## src/rtl/hazard_ctrl_unit.sv

```systemverilog
// -----------------------------------------------------------------------------
// hazard_ctrl_unit
//
// Pipeline hazard controller. It watches the ID/EX load destination against
// the IF/ID source registers, the MEM-stage branch resolution and the
// data-memory handshake. From these it drives the PC / IF/ID write enables and
// the IF/ID, ID/EX and EX/MEM flush inputs.
//
// Optional feature macro: HAZARD_PERF_CNT_EN
//   When defined, three wrapping DATA_WIDTH-bit performance counters are added:
//   stall_cnt_o, flush_cnt_o and freeze_cnt_o. When undefined, those ports and
//   registers do not exist and all other behaviour is unchanged.
//
// Parameters
//   DATA_WIDTH     width of the optional performance counters
//   BRANCH_PENALTY cycles the IF/ID + ID/EX flush is held after a taken branch (1..7)
//   MAX_MEM_WAIT   freeze cycles after which mem_timeout_o is set (1..255)
//
// Ports
//   clock, reset        pipeline clock, asynchronous active-low reset
//   idex_memRead_i      memRead held in ID/EX
//   idex_Rd_i           destination register held in ID/EX
//   ifid_Rn_i/Rm_i      source registers of the instruction in IF/ID
//   ifid_usesRm_i       instruction in IF/ID reads Rm
//   branch_taken_i      taken branch resolved in MEM (one-cycle pulse)
//   dmem_req_i          EX/MEM has a data-memory access active
//   dmem_ready_i        data memory completed the access
//   pc_write_o          PC update enable
//   ifid_write_o        IF/ID load enable
//   ifid_flush_o        IF/ID clear
//   idex_flush_o        ID/EX clear
//   exmem_flush_o       EX/MEM clear
//   mem_timeout_o       sticky: a memory wait reached MAX_MEM_WAIT cycles
//   state_o             FSM state (debug)
//
// State table
//   RUN        | normal flow; detects freeze, taken branch and load-use
//   LOAD_STALL | cycle after a load-use bubble; load-use masked
//   BR_FLUSH   | remainder of the taken-branch flush window
//   MEM_WAIT   | whole pipeline frozen until data memory is ready
// -----------------------------------------------------------------------------
module hazard_ctrl_unit #(
    parameter int DATA_WIDTH     = 64,
    parameter int BRANCH_PENALTY = 1,
    parameter int MAX_MEM_WAIT   = 15
) (
    input  logic       clock,
    input  logic       reset,
    input  logic       idex_memRead_i,
    input  logic [4:0] idex_Rd_i,
    input  logic [4:0] ifid_Rn_i,
    input  logic [4:0] ifid_Rm_i,
    input  logic       ifid_usesRm_i,
    input  logic       branch_taken_i,
    input  logic       dmem_req_i,
    input  logic       dmem_ready_i,
    output logic       pc_write_o,
    output logic       ifid_write_o,
    output logic       ifid_flush_o,
    output logic       idex_flush_o,
    output logic       exmem_flush_o,
    output logic       mem_timeout_o,
    output logic [1:0] state_o
`ifdef HAZARD_PERF_CNT_EN
    ,
    output logic [DATA_WIDTH-1:0] stall_cnt_o,
    output logic [DATA_WIDTH-1:0] flush_cnt_o,
    output logic [DATA_WIDTH-1:0] freeze_cnt_o
`endif
);

    typedef enum logic [1:0] {
        RUN        = 2'd0,
        LOAD_STALL = 2'd1,
        BR_FLUSH   = 2'd2,
        MEM_WAIT   = 2'd3
    } state_t;

    localparam logic [2:0] BR_RELOAD  = 3'(BRANCH_PENALTY - 1);
    localparam logic [7:0] WAIT_LIMIT = 8'(MAX_MEM_WAIT);

    state_t     state_q, state_d;
    logic [2:0] flush_cnt_q, flush_cnt_d;
    logic [7:0] wait_cnt_q, wait_cnt_d;
    logic       timeout_q, timeout_d;

    logic       lu_hit;
    logic       mem_stall;
    logic [7:0] wait_inc;

    logic       pc_w, ifid_w, ifid_f, idex_f, exmem_f;

    // XZR (register 31) never creates a dependency.
    assign lu_hit = idex_memRead_i && (idex_Rd_i != 5'd31) &&
                    ((idex_Rd_i == ifid_Rn_i) ||
                     (ifid_usesRm_i && (idex_Rd_i == ifid_Rm_i)));

    assign mem_stall = dmem_req_i && !dmem_ready_i;
    assign wait_inc  = (wait_cnt_q == 8'hFF) ? 8'hFF : wait_cnt_q + 8'd1;

    always_ff @(posedge clock or negedge reset) begin
        if (!reset) begin
            state_q     <= RUN;
            flush_cnt_q <= 3'd0;
            wait_cnt_q  <= 8'd0;
            timeout_q   <= 1'b0;
        end else begin
            state_q     <= state_d;
            flush_cnt_q <= flush_cnt_d;
            wait_cnt_q  <= wait_cnt_d;
            timeout_q   <= timeout_d;
        end
    end

    always_comb begin
        state_d     = state_q;
        flush_cnt_d = flush_cnt_q;
        wait_cnt_d  = wait_cnt_q;
        timeout_d   = timeout_q;
        pc_w        = 1'b1;
        ifid_w      = 1'b1;
        ifid_f      = 1'b0;
        idex_f      = 1'b0;
        exmem_f     = 1'b0;

        case (state_q)
            RUN, LOAD_STALL: begin
                state_d = RUN;
                if (mem_stall) begin
                    // The cycle that sees the miss is the first frozen cycle.
                    pc_w       = 1'b0;
                    ifid_w     = 1'b0;
                    wait_cnt_d = wait_inc;
                    if (wait_inc == WAIT_LIMIT) timeout_d = 1'b1;
                    state_d    = MEM_WAIT;
                end else if (branch_taken_i) begin
                    ifid_f      = 1'b1;
                    idex_f      = 1'b1;
                    exmem_f     = 1'b1;
                    flush_cnt_d = BR_RELOAD;
                    state_d     = (BRANCH_PENALTY > 1) ? BR_FLUSH : RUN;
                end else if (lu_hit && (state_q == RUN)) begin
                    // ID/EX still shows the same load next cycle; LOAD_STALL masks it.
                    pc_w    = 1'b0;
                    ifid_w  = 1'b0;
                    idex_f  = 1'b1;
                    state_d = LOAD_STALL;
                end
            end

            BR_FLUSH: begin
                ifid_f = 1'b1;
                idex_f = 1'b1;
                if (branch_taken_i) begin
                    flush_cnt_d = BR_RELOAD;
                end else if (flush_cnt_q <= 3'd1) begin
                    flush_cnt_d = 3'd0;
                    state_d     = RUN;
                end else begin
                    flush_cnt_d = flush_cnt_q - 3'd1;
                end
            end

            MEM_WAIT: begin
                // A dropped request also releases so the freeze cannot wedge.
                if (dmem_ready_i || !dmem_req_i) begin
                    wait_cnt_d = 8'd0;
                    state_d    = RUN;
                end else begin
                    pc_w       = 1'b0;
                    ifid_w     = 1'b0;
                    wait_cnt_d = wait_inc;
                    if (wait_inc == WAIT_LIMIT) timeout_d = 1'b1;
                end
            end

            default: state_d = RUN;
        endcase
    end

    // Reset forces the safe output values combinationally, independent of the clock.
    assign pc_write_o    = reset & pc_w;
    assign ifid_write_o  = reset & ifid_w;
    assign ifid_flush_o  = ~reset | ifid_f;
    assign idex_flush_o  = ~reset | idex_f;
    assign exmem_flush_o = ~reset | exmem_f;
    assign mem_timeout_o = timeout_q;
    assign state_o       = state_q;

`ifdef HAZARD_PERF_CNT_EN
    logic [DATA_WIDTH-1:0] stall_cnt_q, stall_cnt_d;
    logic [DATA_WIDTH-1:0] flush_cnt_pq, flush_cnt_pd;
    logic [DATA_WIDTH-1:0] freeze_cnt_q, freeze_cnt_d;

    // Only the load-use bubble flushes ID/EX without IF/ID; only a freeze
    // holds the PC without any flush.
    always_comb begin
        stall_cnt_d  = stall_cnt_q;
        flush_cnt_pd = flush_cnt_pq;
        freeze_cnt_d = freeze_cnt_q;
        if (idex_f && !ifid_f) stall_cnt_d  = stall_cnt_q + DATA_WIDTH'(1);
        if (ifid_f)            flush_cnt_pd = flush_cnt_pq + DATA_WIDTH'(1);
        if (!pc_w && !idex_f)  freeze_cnt_d = freeze_cnt_q + DATA_WIDTH'(1);
    end

    always_ff @(posedge clock or negedge reset) begin
        if (!reset) begin
            stall_cnt_q  <= '0;
            flush_cnt_pq <= '0;
            freeze_cnt_q <= '0;
        end else begin
            stall_cnt_q  <= stall_cnt_d;
            flush_cnt_pq <= flush_cnt_pd;
            freeze_cnt_q <= freeze_cnt_d;
        end
    end

    assign stall_cnt_o  = stall_cnt_q;
    assign flush_cnt_o  = flush_cnt_pq;
    assign freeze_cnt_o = freeze_cnt_q;
`endif

endmodule

```

## config.mk

```make
export PLATFORM = sky130hd
export DESIGN_NAME = hazard_ctrl_unit
export DESIGN_NICKNAME = d
export VERILOG_FILES = /design/src/rtl/hazard_ctrl_unit.sv
export SDC_FILE = /design/constraint.sdc
export NUM_CORES = 1
export LEC_CHECK = 0
export CAP_MARGIN = 20
export CORE_ASPECT_RATIO = 1.2
export CORE_UTILIZATION = 46
export CTS_CLUSTER_SIZE = 8
export DETAILED_ROUTE_END_ITERATION = 16
export PLACE_DENSITY = 0.83
export SLEW_MARGIN = 20
export SYNTH_ARGS = -nofsm -noshare
export SYNTH_HDL_FRONTEND = slang
export SYNTH_SLANG_ARGS = --single-unit
```

## constraint.sdc

```tcl
create_clock -name clock -period 2.35 [get_ports clock]
set_input_delay 0.5875 -clock clock [delete_from_list [all_inputs] [get_ports clock]]
set_output_delay 0.5875 -clock clock [all_outputs]
set_load 0.005 [all_outputs]
```

After elaboration in Yosys (flattened, before gate mapping):

Index checks and enable logic that the tools add are counted.

* register bits: 14
* input port bits: 22

* bitwise operators: 5
* reductions and logical operators: 17
* equality and inequality tests: 15
* mux-type cells: 33
* add/subtract/negate cells: 2
* $lt $le $gt $ge: 1

Operators by type and width (count)
* two-way mux 8 bit: 3
* one-hot mux 8 bit (2 select lines): 1
* two-way mux 1 bit: 15
* != test 2 bit, second input constant: 7
* two-way mux 3 bit: 4
* equality test 5 bit: 2
* AND reduction 3 bit: 3
* adder 8 x 1 -> 8 bit, second input constant: 1
* equality test 8 x 4 -> 1 bit, second input constant: 1
* equality test 8 bit, second input constant: 1
* two-way mux 2 bit: 4
* one-hot mux 1 bit (2 select lines): 4
* one-hot mux 2 bit (3 select lines): 1
* one-hot mux 3 bit (2 select lines): 1
* logical AND 1 bit: 5
* != test 5 bit, second input constant: 1
* equality test 2 bit, second input constant: 2
* nonzero test 2 bit: 2
* less-or-equal comparator 3 x 1 -> 1 bit, second input constant: 1
* bitwise OR 1 bit: 3
* subtractor 3 x 1 -> 3 bit, second input constant: 1
* equality test 2 x 1 -> 1 bit, second input constant: 1
* zero test 1 bit: 2
* zero test 2 bit: 1
* other kinds (5): 6

Longest topological paths before layout:

Gate-level depths: netlist of run 1.

* depth after elaboration: 10
* gate-level depth with buffers: 5
* depth with buffers taken out: 5

Worst setup path before layout of run 1:

OpenSTA, ideal clock, no wires.

* kind: input to output
* from: input port idex_Rd_i[3]
* to: output port pc_write_o
* path buffers: 1
* slack: 237 ps
* arrival: 1525 ps
* stages on the path: 5
* path through: xor2_1 -> nor4_1 -> a32oi_1 -> o211a_1 -> buf_4

* longest elaborated chain between the ends: 10

RTL lines
* from (decl): RTL line 50 `input logic [4:0] idex_Rd_i,`
* equality test 5 bit: RTL line 96 `(ifid_usesRm_i && (idex_Rd_i == ifid_Rm_i)));`
* logical AND 1 bit: RTL line 96
* logical OR 1 bit: RTL line 95 `((idex_Rd_i == ifid_Rn_i) ||`
* logical AND 1 bit *: RTL line 94 `assign lu_hit = idex_memRead_i && (idex_Rd_i != 5'd31) &&`
* logical AND 1 bit *: RTL line 142 `end else if (lu_hit && (state_q == RUN)) begin`
* two-way mux 1 bit * (3 in series)
* one-hot mux 1 bit (2 select lines) *
* bitwise AND 1 bit *
* to (decl): RTL line 57 `output logic pc_write_o,`

Mark *: on every way between the ends. The rest lies on a longest branch, timed or not.

Worst setup path in the final report of run 1:

* from: input port ifid_Rm_i[1]
* to: output port ifid_write_o

* longest elaborated chain between the ends: 10

RTL lines
* from (decl): RTL line 52 `input logic [4:0] ifid_Rm_i,`
* equality test 5 bit: RTL line 96
* logical AND 1 bit: RTL line 96
* logical OR 1 bit: RTL line 95
* logical AND 1 bit: RTL line 94
* logical AND 1 bit: RTL line 142
* two-way mux 1 bit: RTL line 142
* two-way mux 1 bit: RTL line 136 `end else if (branch_taken_i) begin`
* two-way mux 1 bit: RTL line 129 `if (mem_stall) begin`
* one-hot mux 1 bit (2 select lines): RTL line 126 `case (state_q)`
* bitwise AND 1 bit: RTL line 183 `assign ifid_write_o = reset & ifid_w;`
* to (decl): RTL line 58 `output logic ifid_write_o,`

No other way between the ends.

==> results of run 1 <==
-- flip-flops by register name, indices dropped and copies added, names as in the netlist --
signal / flops
flush_cnt_q: 3
mem_timeout_o: 1
state_o: 2
wait_cnt_q: 8
-- where the power goes --
group          leakage [nW]  internal, mW  switching (mW)
clock                0.0210        0.0944          0.0857
sequential            0.190         0.265          0.0393
combinational         0.434         0.127           0.118
-- worst max-delay path, delay by kind of cell --
kind            cells  cell delay (ns)
compound gates      2             0.43
simple gates        1             0.32
buf+inv             2             0.23
xor+xnor            1             0.17
-- layer usage --
| layer | vias to the layer above | wire length, um |
|---|---|---|
| li1 | 490 | - |
| met3 | 11 | 111 |
| met1 | 457 | 1050 |
| met4 | 0 | 82 |
| met5 | - | 0 |
| met2 | 41 | 1280 |
-- cell usage after synthesis (all sizes together), types with 2 or more instances --
| library cell | n |
|---|---|
| a21oi | 3 |
| buf | 3 |
| o21a | 2 |
| nand3 | 4 |
| a22o | 3 |
| ha | 2 |
| inv | 5 |
| a31oi | 2 |
| xor2 | 9 |
| o21bai | 2 |
| nand2b | 3 |
| a21o | 3 |
| o21ai | 13 |
| nor4 | 2 |
| and3 | 2 |
| xnor2 | 2 |
| nand4 | 2 |
| dfrtp | 14 |
| nor3 | 5 |
| nand2 | 12 |
| nor2 | 9 |
-- repair_timing --
action                     CTS  global route
gates resized for setup     49            16
pin swaps                   11             5
setup endpoints to repair    5             3
-- worst max-delay path by stage --
stage | start | to | slack [ns] | depth (start not counted)
after CTS | ifid_Rm_i[0] | ifid_write_o | 0.02 | 5
after global placement | idex_Rd_i[1] | ifid_write_o | -0.61 | 6
after global routing | ifid_Rm_i[1] | ifid_write_o | 0.005 | 6
after floorplan | idex_Rd_i[3] | pc_write_o | 0.24 | 5
final | ifid_Rm_i[1] | ifid_write_o | 0.03 | 6
after detailed placement | idex_Rd_i[1] | ifid_write_o | -0.64 | 6
-- area by class of cell --
type / instances / area [um2]
multi-input combinational: 92 / 649
fill: 158 / 642
sequential: 14 / 350
timing repair buffer: 38 / 315
tap: 30 / 37.5
clock buffer: 4 / 36.3
inverter: 5 / 18.8
-- kinds of logic after synthesis --
| logic type | after synthesis |
|---|---|
| compound gates | 34 |
| xor+xnor | 11 |
| fa+ha+maj | 2 |
| buf+inv | 8 |
| flops | 14 |
| mux | 1 |
| simple gates | 44 |
==> results_dict.tcl, run 1 <==
set metrics [dict create \
    wl_um 2530 \
    synth_top_area_share_pct 35.3 \
    clk_latency_ns 0.29 \
    final.setup.worst_slack_ns 0.0306 \
    finalSetupViolations 0 \
    synth.area.mux_share_pct 1.01 \
    hold_buffers 0 \
    ir_drop_v 0.000307 \
    cts_tree "built" \
    dr.pass1.iters 4 \
    die_w_um 44.4 \
    ant_nets 0 \
    fin_cells 183 \
    synthXorXnorAreaFrac_pct 9.70 \
    worstSetupEndpointType "output port" \
    synth_nets 138 \
    clock-sinks 14 \
    worst_pin_slew_ns 0.439 \
    cts_buffers 3 \
    finalCritPeriodShare_pct 98.7 \
    slowest_delay_ns 0.32 \
    power_density_nw_per_um2 518 \
    yosys_warnings 0 \
    p_total_mw 0.729 \
    ys_types 36 \
    use_met3_pct 3.07 \
    synth_flop_cell "dfrtp_1" \
    critPathSlowestCell "nor4_2" \
    drt-initial-drc-count 20 \
    async_reset_ff_share_pct 100 \
    clkTransAtPathRegs_ns 0.09 \
    dieArea_um2 2350 \
    clk_path_buf_depth 2 \
    drc_errors 0 \
    synth-adder-area-share_pct 2.52 \
    ys_ff_latch 14 \
    initial_core_util_pct 48.5 \
    drv_slew 0 \
    cts_setup_buffers 0 \
    whs_ns 0.470 \
    via_per_inst 5.46 \
    synthCells 114 \
    synth_top_family_by_area "simple AND/OR/NAND/NOR gates" \
    coreArea_um2 2050 \
    crit_chain "buf_6 > xor2_2 > nor4_2 > a32oi_2 > o211a_1 > buf_2" \
    syn_to_final_growth_pct 41.7 \
    grt_max_degree 15 \
    max-slew-margin-rel_pct 70.4 \
    clock.fmax_mhz 431 \
    root_buffer "clkbuf_4" \
    worstPathMaxFanout 3 \
    rr_endpoint "mem_timeout_o" \
    rows 18 \
    path_class "input pin to output port" \
    port_buffers 29 \
    fin_skew_ns 0.00273 \
    worst_ep_arrival_time_ns 1.73 \
    antenna_found_initial 0 \
    synth-edff-count 0 \
    status "finished clean" \
    grt_use_met2_pct 43.6 \
    final_cell_mix "dfrtp_1 (14), o21ai_0 (13), nand2_1 (12)" \
    drive_gt1_share_pct 23.5 \
    gp_congestion 0.868 \
    vias 999 \
    synth_area_per_cell_um2 8.71 \
    place_ws_ns -0.644 \
    timing.rr.start "wait_cnt_q[0]" \
    synth_compound_area_share_pct 22.8 \
    tns_ns 0 \
    synth_area_leaders "dfrtp_1 (35%), xor2_1 (7.9%), o21ai_0 (6.5%), nand2_1 (4.5%), nor2_1 (3.4%)" \
    layout_min_cycle_time_ns 2.32 \
    crit_required_ns 1.76 \
    track_usage_pct 23.6 \
    p_leak_nw 0.645 \
    routedWlPerCell_um 13.8 \
    final_util_pct 68.7 \
    place_area_um2 1370 \
    dpl.hpwl_um 2010 \
    placed_cells 179 \
    ios 30 \
    reg2regPathDepth 5 \
    hold_path_class "input pin to async pin" \
    use_met1_pct 26.1 \
    ys_seq_area_share_pct 35.3 \
    syn-cell-area_um2 993 \
    crit_path_start_kind "input pin" \
    gr-total-overflow 0 \
    final_common_cell "dfrtp_1" \
    rsz0062_at_grt "true" \
    layout.nets 178 \
    top_usage_layer "met2" \
    grt_pass1_wl_um 4100 \
    insertedDiodeCount 0 \
    die_h_um 52.9 \
    cts-htree-levels 1 \
    hold_viol 0 \
    yosysTopAreaCell "dfrtp_1" \
    rrSetupSlack_ns 0.76 \
    grt_pass1_vias 995 \
    cap_violations 0 \
    yosys.area_share.simple_pct 24.6 \
    stdcell_area_um2 1410 \
]
Power figures use the tool's default switching activity.
==> run 2, diff against run 1 <==
CAP_MARGIN = unset   (was 20)
CORE_MARGIN = 3   (was unset)
==> results_dict.tcl, run 2 (same netlist as run 1, synthesis figures left out) <==
set metrics [dict create \
    whs_ns 0.473 \
    rrSetupSlack_ns 0.80 \
    clock-sinks 14 \
    min_delay_path_depth 1 \
    timing.rr.start "wait_cnt_q[0]" \
    vias 1027 \
    final_common_cell "dfrtp_1" \
    dpl.hpwl_um 2010 \
    finalSetupViolations 0 \
    grt_max_degree 15 \
    grt_pass1_wl_um 4320 \
    place_ws_ns -0.618 \
    cts-htree-levels 1 \
    endpoint "ifid_flush_o" \
    startpoint "dmem_ready_i" \
    die_h_um 56.9 \
    p_leak_nw 0.620 \
    drc_errors 0 \
    hold_buffers 0 \
    worstPathMaxFanout 4 \
    worst_pin_slew_ns 0.485 \
    gr-total-overflow 0 \
    cp_num_buf_inv 3 \
    cts_buffers 3 \
    clock.fmax_mhz 436 \
    grt_pass1_vias 975 \
    dr.pass1.iters 4 \
    power_density_nw_per_um2 527 \
    reg2regPathDepth 5 \
    clk_latency_ns 0.29 \
    max-slew-margin-rel_pct 67.3 \
    clkTransAtPathRegs_ns 0.09 \
    coreArea_um2 1940 \
    cts_tree "built" \
    hold_viol 0 \
    crit_required_ns 1.76 \
    gp_congestion 0.916 \
    final_cell_mix "dfrtp_1 (14), o21ai_0 (13), nand2_1 (11)" \
    initial_core_util_pct 51.3 \
    fillers 141 \
    antenna_found_initial 0 \
    ant_nets 0 \
    worstSetupEndpointType "output port" \
    syn_to_final_growth_pct 39.7 \
    rows 17 \
    dieArea_um2 2760 \
    port_buffers 29 \
    ir_drop_v 0.000302 \
    rr_endpoint "mem_timeout_o" \
    via_per_inst 5.71 \
    largest_reg_flops 8 \
    track_usage_pct 19.8 \
    fin_skew_ns 0.00125 \
    critPathSlowestCell "clkdlybuf4s50_1" \
    die_w_um 48.4 \
    crit_chain "clkdlybuf4s50_1 > nand2b_4 > a31oi_4 > nand2_2 > buf_4 > clkdlybuf4s15_1" \
    status "finished clean" \
    min_from "mem_timeout_o" \
    ios 30 \
    root_buffer "clkbuf_4" \
    cap_violations 0 \
    crit_family "buffers and inverters" \
    drive_gt1_share_pct 22.4 \
    drv_slew 0 \
    crit_path_start_kind "input pin" \
    layout_min_cycle_time_ns 2.30 \
    largest-register "wait_cnt_q" \
    routedWlPerCell_um 14.8 \
    slowest_delay_ns 0.39 \
    layout.nets 177 \
    hold_path_class "flop to flop" \
    final.setup.worst_slack_ns 0.0549 \
    finalCritPeriodShare_pct 97.7 \
    worstSetupPathDepth 6 \
    drt-initial-drc-count 35 \
    insertedDiodeCount 0 \
    wl_um 2660 \
    worst_ep_arrival_time_ns 1.71 \
    clk_path_buf_depth 2 \
    path_class "input pin to output port" \
]
-- run 2: cell types whose count changed in the layout (fill, tap and decap cells not counted), sizes merged --
cell	delta
clkdlybuf4s15	+1
dlymetal6s2s	-2
buf	-2
clkbuf	+1
dlygate4sd2	+1
-- run 2: routing by layer --
layer / share of wire [%] / vias up / track usage (%) / wire length (um)
li1: - / 490 / - / -
met1: 43 / 494 / 25.2 / 1150
met2: 49 / 40 / 34.3 / 1310
met3: 6.1 / 3 / 3.18 / 162
met4: 1.1 / 0 / 6.10 / 30
met5: 0 / - / 0 / 0
-- run 2: per-stage QoR --
stage	instance area [um2]	power [mW]	TNS, ns	instances	utilization, %
finish	1390	0.732	0	180	71.7
floorplan	993	0.446	0	114	-
CTS	1380	0.729	0	181	71.5
global placement	1360	0.549	-2.24	176	70.1
detailed placement	1360	0.557	-2.30	176	70.1
global route	1390	0.775	-0.0583	180	71.7
-- run 2: layout make-up --
cell class	instances	area [um2]	area share, %
multi-input combinational	92	646	46.5
sequential	14	350	25.2
timing repair buffer	37	302	21.7
clock buffer	4	36.3	2.61
tap	28	35.0	2.52
inverter	5	18.8	1.35
-- run 2: report_power, final --
| part | leakage (nW) | internal (mW) | switching, mW |
|---|---|---|---|
| registers | 0.190 | 0.265 | 0.0393 |
| logic | 0.409 | 0.127 | 0.123 |
| clock network | 0.0210 | 0.0944 | 0.0833 |
| total | 0.620 | 0.486 | 0.246 |
-- run 2: worst min-delay path by stage --
stage                      to
3_5_place_dp    mem_timeout_o
6_report        mem_timeout_o
5_1_grt         mem_timeout_o
3_3_place_gp    mem_timeout_o
4_1_cts         mem_timeout_o
2_1_floorplan  flush_cnt_q[0]
-- run 2: repair_timing --
action / 4_1_cts / 5_1_grt
hold endpoints to repair: 0 / 0
cloned: 0 / 0
buffers inserted: 2 / 0
gates resized for setup: 59 / 7
pin swaps: 13 / 4
endpoints found under the setup margin: 5 / 4
